### config.mk
export PLATFORM = sky130hd
export DESIGN_NAME = mem_arb_flat
export DESIGN_NICKNAME = d
export VERILOG_FILES = /design/src/rtl/mem_arb_pkg.sv /design/src/rtl/mem_arb_if.sv /design/src/rtl/mem_arb_pick.sv /design/src/rtl/mem_arb.sv /design/src/flat_wrapper.sv
export SDC_FILE = /design/constraint.sdc
export NUM_CORES = 1
export LEC_CHECK = 0
export ABC_AREA = 1
export CORE_AREA = 2 2 157 159
export CTS_CLUSTER_DIAMETER = 30
export DETAILED_ROUTE_END_ITERATION = 10
export DIE_AREA = 0 0 159 161
export HOLD_SLACK_MARGIN = 0.06
export PLACE_DENSITY = 0.59
export SLEW_MARGIN = 20
export SYNTH_ARGS = -nofsm -noshare
export SYNTH_HDL_FRONTEND = slang
export SYNTH_SLANG_ARGS = --single-unit
### constraint.sdc
create_clock -name clk -period 1.4 [get_ports clk]
set_input_delay 0.21 -clock clk [delete_from_list [all_inputs] [get_ports clk]]
set_output_delay 0.21 -clock clk [all_outputs]
set_load 0.03 [all_outputs]
### src/rtl/mem_arb_pkg.sv
// Shared widths, master IDs, FSM encoding and transfer payload for the memory arbiter.
package mem_arb_pkg;

  localparam int unsigned PORT_ADDR_WIDTH = 32;
  localparam int unsigned PORT_DATA_WIDTH = 32;
  localparam int unsigned NUM_MASTERS     = 3;
  localparam int unsigned ID_WIDTH        = 2;

  typedef logic [ID_WIDTH-1:0] mst_id_t;

  // Master IDs: ex data port, ifu fetch, debug
  localparam mst_id_t MST_EX  = mst_id_t'(0);
  localparam mst_id_t MST_IFU = mst_id_t'(1);
  localparam mst_id_t MST_DBG = mst_id_t'(2);

  typedef enum logic [1:0] {
    ST_IDLE  = 2'd0,
    ST_ISSUE = 2'd1,
    ST_WAIT  = 2'd2
  } arb_state_t;

  // Fields latched from the winning master at arbitration
  typedef struct packed {
    logic [PORT_ADDR_WIDTH-1:0] addr;
    logic                       we;
    logic [PORT_DATA_WIDTH-1:0] wdata;
  } xfer_t;

endpackage

### src/rtl/mem_arb_if.sv
// Master-side and slave-side bus of the memory arbiter.
interface mem_arb_if;
  import mem_arb_pkg::*;

  logic                       m0_req_i, m1_req_i, m2_req_i;
  logic [PORT_ADDR_WIDTH-1:0] m0_addr_i, m1_addr_i, m2_addr_i;
  logic                       m0_we_i, m1_we_i, m2_we_i;
  logic [PORT_DATA_WIDTH-1:0] m0_wdata_i, m1_wdata_i, m2_wdata_i;
  logic                       m0_gnt_o, m1_gnt_o, m2_gnt_o;
  logic                       m0_rvalid_o, m1_rvalid_o, m2_rvalid_o;
  logic [PORT_DATA_WIDTH-1:0] m0_rdata_o, m1_rdata_o, m2_rdata_o;

  logic                       s_req_o;
  logic [PORT_ADDR_WIDTH-1:0] s_addr_o;
  logic                       s_we_o;
  logic [PORT_DATA_WIDTH-1:0] s_wdata_o;
  logic [PORT_DATA_WIDTH-1:0] s_rdata_i;
  logic                       s_rvalid_i;

  logic                       hold_flag_o;
  logic                       err_o;

  // Arbiter side
  modport slave (
    input  m0_req_i, m1_req_i, m2_req_i,
    input  m0_addr_i, m1_addr_i, m2_addr_i,
    input  m0_we_i, m1_we_i, m2_we_i,
    input  m0_wdata_i, m1_wdata_i, m2_wdata_i,
    output m0_gnt_o, m1_gnt_o, m2_gnt_o,
    output m0_rvalid_o, m1_rvalid_o, m2_rvalid_o,
    output m0_rdata_o, m1_rdata_o, m2_rdata_o,
    output s_req_o, s_addr_o, s_we_o, s_wdata_o,
    input  s_rdata_i, s_rvalid_i,
    output hold_flag_o, err_o
  );

  // Environment side (masters and memory)
  modport master (
    output m0_req_i, m1_req_i, m2_req_i,
    output m0_addr_i, m1_addr_i, m2_addr_i,
    output m0_we_i, m1_we_i, m2_we_i,
    output m0_wdata_i, m1_wdata_i, m2_wdata_i,
    input  m0_gnt_o, m1_gnt_o, m2_gnt_o,
    input  m0_rvalid_o, m1_rvalid_o, m2_rvalid_o,
    input  m0_rdata_o, m1_rdata_o, m2_rdata_o,
    input  s_req_o, s_addr_o, s_we_o, s_wdata_o,
    output s_rdata_i, s_rvalid_i,
    input  hold_flag_o, err_o
  );

endinterface

### src/rtl/mem_arb_pick.sv
// Combinational winner select: fixed priority m0 > m1 > m2 unless m2 is being forced.
module mem_arb_pick
  import mem_arb_pkg::*;
(
  input  logic [NUM_MASTERS-1:0] req,
  input  logic                   force_m2,
  output mst_id_t                pick_id_c,
  output logic                   pick_valid_c
);

  // Priority encode with starvation override
  always_comb begin
    pick_id_c    = MST_EX;
    pick_valid_c = |req;
    if (force_m2 && req[2]) begin
      pick_id_c = MST_DBG;
    end else if (req[0]) begin
      pick_id_c = MST_EX;
    end else if (req[1]) begin
      pick_id_c = MST_IFU;
    end else if (req[2]) begin
      pick_id_c = MST_DBG;
    end
  end

endmodule

### src/rtl/mem_arb.sv
// Three-master memory arbiter, one outstanding transfer, with debug-port anti-starvation
// and a WAIT timeout that aborts a silent slave.
module mem_arb
  import mem_arb_pkg::*;
#(
  parameter int unsigned STARVE_LIM = 8,
  parameter int unsigned TIMEOUT    = 15
) (
  input  logic      clk,
  input  logic      rst_n,
  mem_arb_if.slave  bus
);

  localparam int unsigned STARVE_W = $clog2(STARVE_LIM + 1);
  localparam int unsigned TMO_W    = $clog2(TIMEOUT + 1);

  arb_state_t                 state;
  mst_id_t                    owner;
  xfer_t                      xfer;
  logic [STARVE_W-1:0]        starve_cnt;
  logic [TMO_W-1:0]           tmo_cnt;
  logic [NUM_MASTERS-1:0]     gnt_q;
  logic                       s_req_q;

  logic [NUM_MASTERS-1:0]     req_vec;
  logic                       force_m2;
  mst_id_t                    pick_id_c;
  logic                       pick_valid_c;
  xfer_t                      cand;
  logic                       tmo_hit;
  logic                       in_wait;
  logic                       done_c;
  logic                       err_c;
  logic [NUM_MASTERS-1:0]     rvalid_c;
  logic [PORT_DATA_WIDTH-1:0] rdata_c;
  logic                       s_req_c;

  assign req_vec  = {bus.m2_req_i, bus.m1_req_i, bus.m0_req_i};
  assign force_m2 = (starve_cnt == STARVE_W'(STARVE_LIM)) && bus.m2_req_i;

  mem_arb_pick u_pick (
    .req          (req_vec),
    .force_m2     (force_m2),
    .pick_id_c    (pick_id_c),
    .pick_valid_c (pick_valid_c)
  );

  // Route the winner's request fields to the latch
  always_comb begin
    cand = '0;
    case (pick_id_c)
      MST_EX:  cand = '{addr: bus.m0_addr_i, we: bus.m0_we_i, wdata: bus.m0_wdata_i};
      MST_IFU: cand = '{addr: bus.m1_addr_i, we: bus.m1_we_i, wdata: bus.m1_wdata_i};
      MST_DBG: cand = '{addr: bus.m2_addr_i, we: bus.m2_we_i, wdata: bus.m2_wdata_i};
      default: cand = '0;
    endcase
  end

  assign tmo_hit = (tmo_cnt == TMO_W'(TIMEOUT));

  // Arbitration FSM, starvation and timeout counters, latched transfer
  always_ff @(posedge clk) begin
    if (!rst_n) begin
      state      <= ST_IDLE;
      owner      <= MST_EX;
      xfer       <= '0;
      starve_cnt <= '0;
      tmo_cnt    <= '0;
      gnt_q      <= '0;
      s_req_q    <= 1'b0;
    end else begin
      gnt_q   <= '0;
      s_req_q <= 1'b0;
      case (state)
        ST_IDLE: begin
          if (!bus.m2_req_i || (pick_id_c == MST_DBG)) begin
            starve_cnt <= '0;
          end else if (starve_cnt != STARVE_W'(STARVE_LIM)) begin
            starve_cnt <= starve_cnt + STARVE_W'(1);
          end
          if (pick_valid_c) begin
            owner   <= pick_id_c;
            xfer    <= cand;
            gnt_q   <= NUM_MASTERS'(1) << pick_id_c;
            s_req_q <= 1'b1;
            state   <= ST_ISSUE;
          end
        end
        ST_ISSUE: begin
          tmo_cnt <= '0;
          state   <= ST_WAIT;
        end
        ST_WAIT: begin
          if (bus.s_rvalid_i || tmo_hit) begin
            state <= ST_IDLE;
          end else begin
            tmo_cnt <= tmo_cnt + TMO_W'(1);
          end
        end
        default: state <= ST_IDLE;
      endcase
    end
  end

  // Completion decode: slave response wins over a coincident timeout; reset masks everything
  assign in_wait     = rst_n && (state == ST_WAIT);
  assign done_c      = in_wait && (bus.s_rvalid_i || tmo_hit);
  assign err_c       = in_wait && !bus.s_rvalid_i && tmo_hit;
  assign rdata_c     = bus.s_rvalid_i ? bus.s_rdata_i : '0;
  assign rvalid_c[0] = done_c && (owner == MST_EX);
  assign rvalid_c[1] = done_c && (owner == MST_IFU);
  assign rvalid_c[2] = done_c && (owner == MST_DBG);

  assign bus.m0_gnt_o    = rst_n && gnt_q[0];
  assign bus.m1_gnt_o    = rst_n && gnt_q[1];
  assign bus.m2_gnt_o    = rst_n && gnt_q[2];
  assign bus.m0_rvalid_o = rvalid_c[0];
  assign bus.m1_rvalid_o = rvalid_c[1];
  assign bus.m2_rvalid_o = rvalid_c[2];
  assign bus.m0_rdata_o  = rvalid_c[0] ? rdata_c : '0;
  assign bus.m1_rdata_o  = rvalid_c[1] ? rdata_c : '0;
  assign bus.m2_rdata_o  = rvalid_c[2] ? rdata_c : '0;

  // Slave request fields are only visible during the issue pulse
  assign s_req_c       = rst_n && s_req_q;
  assign bus.s_req_o   = s_req_c;
  assign bus.s_addr_o  = s_req_c ? xfer.addr : '0;
  assign bus.s_we_o    = s_req_c && xfer.we;
  assign bus.s_wdata_o = s_req_c ? xfer.wdata : '0;

  assign bus.err_o       = err_c;
  assign bus.hold_flag_o = bus.m1_req_i && !rvalid_c[1];

endmodule

### src/flat_wrapper.sv
// flat-port wrapper written by rule: the top's interface ports become plain ports
module mem_arb_flat import mem_arb_pkg::*;
#(
  parameter int unsigned STARVE_LIM = 8,
  parameter int unsigned TIMEOUT    = 15
)
  (clk, rst_n, bus_m0_req_i, bus_m1_req_i, bus_m2_req_i, bus_m0_addr_i, bus_m1_addr_i, bus_m2_addr_i, bus_m0_we_i, bus_m1_we_i, bus_m2_we_i, bus_m0_wdata_i, bus_m1_wdata_i, bus_m2_wdata_i, bus_m0_gnt_o, bus_m1_gnt_o, bus_m2_gnt_o, bus_m0_rvalid_o, bus_m1_rvalid_o, bus_m2_rvalid_o, bus_m0_rdata_o, bus_m1_rdata_o, bus_m2_rdata_o, bus_s_req_o, bus_s_addr_o, bus_s_we_o, bus_s_wdata_o, bus_s_rdata_i, bus_s_rvalid_i, bus_hold_flag_o, bus_err_o);
  mem_arb_if bus_i ();
  input  logic clk;
  input  logic rst_n;
  input wire logic [$bits(bus_i.m0_req_i)-1:0] bus_m0_req_i;
  input wire logic [$bits(bus_i.m1_req_i)-1:0] bus_m1_req_i;
  input wire logic [$bits(bus_i.m2_req_i)-1:0] bus_m2_req_i;
  input wire logic [$bits(bus_i.m0_addr_i)-1:0] bus_m0_addr_i;
  input wire logic [$bits(bus_i.m1_addr_i)-1:0] bus_m1_addr_i;
  input wire logic [$bits(bus_i.m2_addr_i)-1:0] bus_m2_addr_i;
  input wire logic [$bits(bus_i.m0_we_i)-1:0] bus_m0_we_i;
  input wire logic [$bits(bus_i.m1_we_i)-1:0] bus_m1_we_i;
  input wire logic [$bits(bus_i.m2_we_i)-1:0] bus_m2_we_i;
  input wire logic [$bits(bus_i.m0_wdata_i)-1:0] bus_m0_wdata_i;
  input wire logic [$bits(bus_i.m1_wdata_i)-1:0] bus_m1_wdata_i;
  input wire logic [$bits(bus_i.m2_wdata_i)-1:0] bus_m2_wdata_i;
  output wire logic [$bits(bus_i.m0_gnt_o)-1:0] bus_m0_gnt_o;
  output wire logic [$bits(bus_i.m1_gnt_o)-1:0] bus_m1_gnt_o;
  output wire logic [$bits(bus_i.m2_gnt_o)-1:0] bus_m2_gnt_o;
  output wire logic [$bits(bus_i.m0_rvalid_o)-1:0] bus_m0_rvalid_o;
  output wire logic [$bits(bus_i.m1_rvalid_o)-1:0] bus_m1_rvalid_o;
  output wire logic [$bits(bus_i.m2_rvalid_o)-1:0] bus_m2_rvalid_o;
  output wire logic [$bits(bus_i.m0_rdata_o)-1:0] bus_m0_rdata_o;
  output wire logic [$bits(bus_i.m1_rdata_o)-1:0] bus_m1_rdata_o;
  output wire logic [$bits(bus_i.m2_rdata_o)-1:0] bus_m2_rdata_o;
  output wire logic [$bits(bus_i.s_req_o)-1:0] bus_s_req_o;
  output wire logic [$bits(bus_i.s_addr_o)-1:0] bus_s_addr_o;
  output wire logic [$bits(bus_i.s_we_o)-1:0] bus_s_we_o;
  output wire logic [$bits(bus_i.s_wdata_o)-1:0] bus_s_wdata_o;
  input wire logic [$bits(bus_i.s_rdata_i)-1:0] bus_s_rdata_i;
  input wire logic [$bits(bus_i.s_rvalid_i)-1:0] bus_s_rvalid_i;
  output wire logic [$bits(bus_i.hold_flag_o)-1:0] bus_hold_flag_o;
  output wire logic [$bits(bus_i.err_o)-1:0] bus_err_o;
  assign bus_i.m0_req_i = bus_m0_req_i;
  assign bus_i.m1_req_i = bus_m1_req_i;
  assign bus_i.m2_req_i = bus_m2_req_i;
  assign bus_i.m0_addr_i = bus_m0_addr_i;
  assign bus_i.m1_addr_i = bus_m1_addr_i;
  assign bus_i.m2_addr_i = bus_m2_addr_i;
  assign bus_i.m0_we_i = bus_m0_we_i;
  assign bus_i.m1_we_i = bus_m1_we_i;
  assign bus_i.m2_we_i = bus_m2_we_i;
  assign bus_i.m0_wdata_i = bus_m0_wdata_i;
  assign bus_i.m1_wdata_i = bus_m1_wdata_i;
  assign bus_i.m2_wdata_i = bus_m2_wdata_i;
  assign bus_m0_gnt_o = bus_i.m0_gnt_o;
  assign bus_m1_gnt_o = bus_i.m1_gnt_o;
  assign bus_m2_gnt_o = bus_i.m2_gnt_o;
  assign bus_m0_rvalid_o = bus_i.m0_rvalid_o;
  assign bus_m1_rvalid_o = bus_i.m1_rvalid_o;
  assign bus_m2_rvalid_o = bus_i.m2_rvalid_o;
  assign bus_m0_rdata_o = bus_i.m0_rdata_o;
  assign bus_m1_rdata_o = bus_i.m1_rdata_o;
  assign bus_m2_rdata_o = bus_i.m2_rdata_o;
  assign bus_s_req_o = bus_i.s_req_o;
  assign bus_s_addr_o = bus_i.s_addr_o;
  assign bus_s_we_o = bus_i.s_we_o;
  assign bus_s_wdata_o = bus_i.s_wdata_o;
  assign bus_i.s_rdata_i = bus_s_rdata_i;
  assign bus_i.s_rvalid_i = bus_s_rvalid_i;
  assign bus_hold_flag_o = bus_i.hold_flag_o;
  assign bus_err_o = bus_i.err_o;
  mem_arb #(.STARVE_LIM(STARVE_LIM), .TIMEOUT(TIMEOUT)) u_core (.clk(clk), .rst_n(rst_n), .bus(bus_i));
endmodule
==> qor.yml <==
failed_checks: "negative setup slack"
skew_ps: 14.2
postCtsHoldBufs: 0
netSwitchingFraction_pct: 35.7
power.total_uw: 9510
pin_count: 403
clock-sinks: 81
numCtsBuffers: 9
startpoint_type: "flip-flop"
rows: 57
maxCapViolations: 0
syn_nets: 1263
gp_congestion: 0.850
wire_per_inst_um: 17.5
synthCells: 1027
min_from: "rst_n"
ys_types: 24
synth-edff-count: 0
core_um2: 24000
fin_tns_setup_ps: -88210
ys.flop_type: "dfxtp_1"
avgSynthCellArea_um2: 5.49
yosysWarnings: 0
p_switching_uw: 3390
synth_area_leaders: "dfxtp_1 (29%), nor2_1 (24%), nand3_1 (12%), inv_1 (10%), nand2_1 (8.0%)"
drt_wl_total_mm: 32.6
root_buffer: "clkbuf_16"
cts_max_level: 3
r2r_start: "u_core.starve_cnt[1]"
via_per_inst: 4.57
grt_first_pass_wirelength_mm: 48.1
ys_async_sr_fraction_pct: 0
fin_crit_ps: 2130
report.final.slew_viol_count: 0
p_comb_share_pct: 44.7
crit_chain: "ha_4 > nand3_4 > nand2_2 > inv_2 > nor2_4 > nand3_4 > buf_12 > clkbuf_16 > nor2_4 > buf_6"
nets: 1769
grt_antenna_before_repair: 2
grt_overflow_total: 0
die_w_um: 159
initial_core_util_pct: 23.5
final_common_cell: "clkdlybuf4s50_1"
ir_drop_uv: 494
cp-startpoint: "u_core.tmo_cnt[0]"
grt_use_total_pct: 24.1
dpl.hpwl_mm: 20.9
first_global_vias: 8726
tritoncts: "yes"
dr.pass1.iters: 7
layout-drive-gt1-share_pct: 50.3
required_ps: 1190
max_freq_ghz: 0.470
worst_path_max_delay_cell: "dfxtp_2"
pwr-share-seq_pct: 28.7
drc: 0
p_clk_share_pct: 26.5
rsz0062_at_grt: "true"
tightest_slew_ps: 595
timing.final.ws_setup_ps: -730
yosysTopAreaCell: "dfxtp_1"
yosysTopAreaCellShare_pct: 28.7
hold_viol: 0
ys_ff_latch: 81
synthToLayoutAreaGrowth_pct: 171
setup_viol: 234
layout_common_cells: "clkdlybuf4s50_1 (230), nor2_4 (223), buf_6 (155), inv_1 (143), nor2_1 (100)"
slowest_delay_ps: 350
path_max_fanout: 5
drtAntennaViolNets: 0
p_per_area_nw_per_um2: 623
synth-seq-area-share_pct: 28.7
period_share_pct: 152
die_y_um: 161
clkLatencyLatePin_ps: 350
hold_path_class: "in -> reg"
relSlewSlack_pct: 60.3
cp.arrival_ps: 1920
syn-cell-area_um2: 5640
vias: 8510
crit_path_end_kind: "output port"
io_buffers: 402
path_clk_slew_ps: 60
cts_buffer_depth: 2
n_fill_cell: 2048
grt_max_degree: 63
dieArea_um2: 25600
path_class: "reg -> out"
internal_power_uw: 6120
p_leak_uw: 0.00649
drt_iter0_drc: 395
status: "finished with violations"
[cells by family (layout without fill, tap and decap cells)]
family | Yosys count | in the layout | share of synthesized area [%]
compound gates | 74 | 74 | 6.56
simple gates | 638 | 638 | 46.6
fa+ha+maj | 3 | 3 | 0.665
flops | 81 | 81 | 28.7
buf+inv | 227 | 738 | 16.9
other cells | 0 | 2 | 0
xor+xnor | 4 | 4 | 0.621
[routing by layer]
metal  global-route usage (%)  share of wire, %  wire [um]
met3                     5.96               6.7       2190
met1                     25.6                37      11900
met2                     45.8                53      17400
met4                     9.46               3.1       1020
met5                        0                 0          0
[power groups by stage]
stage | combinational, uW | clock [uW] | sequential [uW]
3_3_place_gp | 2950 | 0 | 2750
4_1_cts | 4020 | 2580 | 2720
2_1_floorplan | 1500 | 0 | 2740
5_1_grt | 4550 | 2670 | 2760
3_5_place_dp | 2960 | 0 | 2760
6_report | 4260 | 2520 | 2730
[synth_stat cells (4+ instances only)]
master / count
a21oi_1: 5
buf_1: 4
buf_2: 25
buf_4: 18
clkbuf_1: 24
dfxtp_1: 81
inv_1: 151
inv_2: 5
nand2_1: 120
nand3_1: 140
nor2_1: 364
o21ai_0: 68
[path summary, 6_finish.rpt]
check	endpoint	depth (start not counted)	slack, ps
setup / recovery	bus_m2_rdata_o[19]	10	-730
hold / removal	u_core.owner[1]	5	510
setup reg to reg	u_core.xfer[7]	12	-240
hold reg to reg	u_core.xfer[5]	2	510
[critical path, delay by kind of cell (launching register included)]
family | cells | cell delay, ps
buf+inv | 4 | 520
simple gates | 5 | 550
flops | 1 | 350
fa+ha+maj | 1 | 150
[layout make-up]
type	instances	area [um^2]	area share (%)
clock inverters	6	72.6	0.475
inverters	156	601	3.94
flip-flops and latches	81	1630	10.7
multi-input cells	719	5660	37.1
clock buffers	10	239	1.57
repair buffers	566	6650	43.6
diodes	2	5.00	0.0328
well taps	324	405	2.66
[flip-flops by register name, summed over array words and instances, names as in the netlist]
| register | count |
|---|---|
| u_core.gnt_q | 3 |
| u_core.state | 2 |
| u_core.tmo_cnt | 4 |
| u_core.s_req_q | 1 |
| u_core.starve_cnt | 4 |
| u_core.owner | 2 |
| u_core.xfer | 65 |
[per-stage QoR]
step / hold WS [ps] / worst slack [ps] / std cells / utilization, % / cell area (um^2)
2_1_floorplan: 426 / -209 / 1027 / - / 6540
3_3_place_gp: 501 / -529 / 1787 / 47.2 / 11300
3_5_place_dp: 509 / -547 / 1787 / 47.2 / 11300
4_1_cts: 489 / -709 / 1862 / 61.3 / 14700
5_1_grt: 523 / -812 / 1864 / 63.7 / 15300
6_report: 512 / -730 / 1864 / 63.7 / 15300
[what timing repair did]
action,4_1_cts,5_1_grt
setup endpoints to repair,238,242
pin swaps,94,72
buffers inserted,40,7
resized for setup,546,162
gates cloned,24,3
Power figures use the tool's default switching activity.
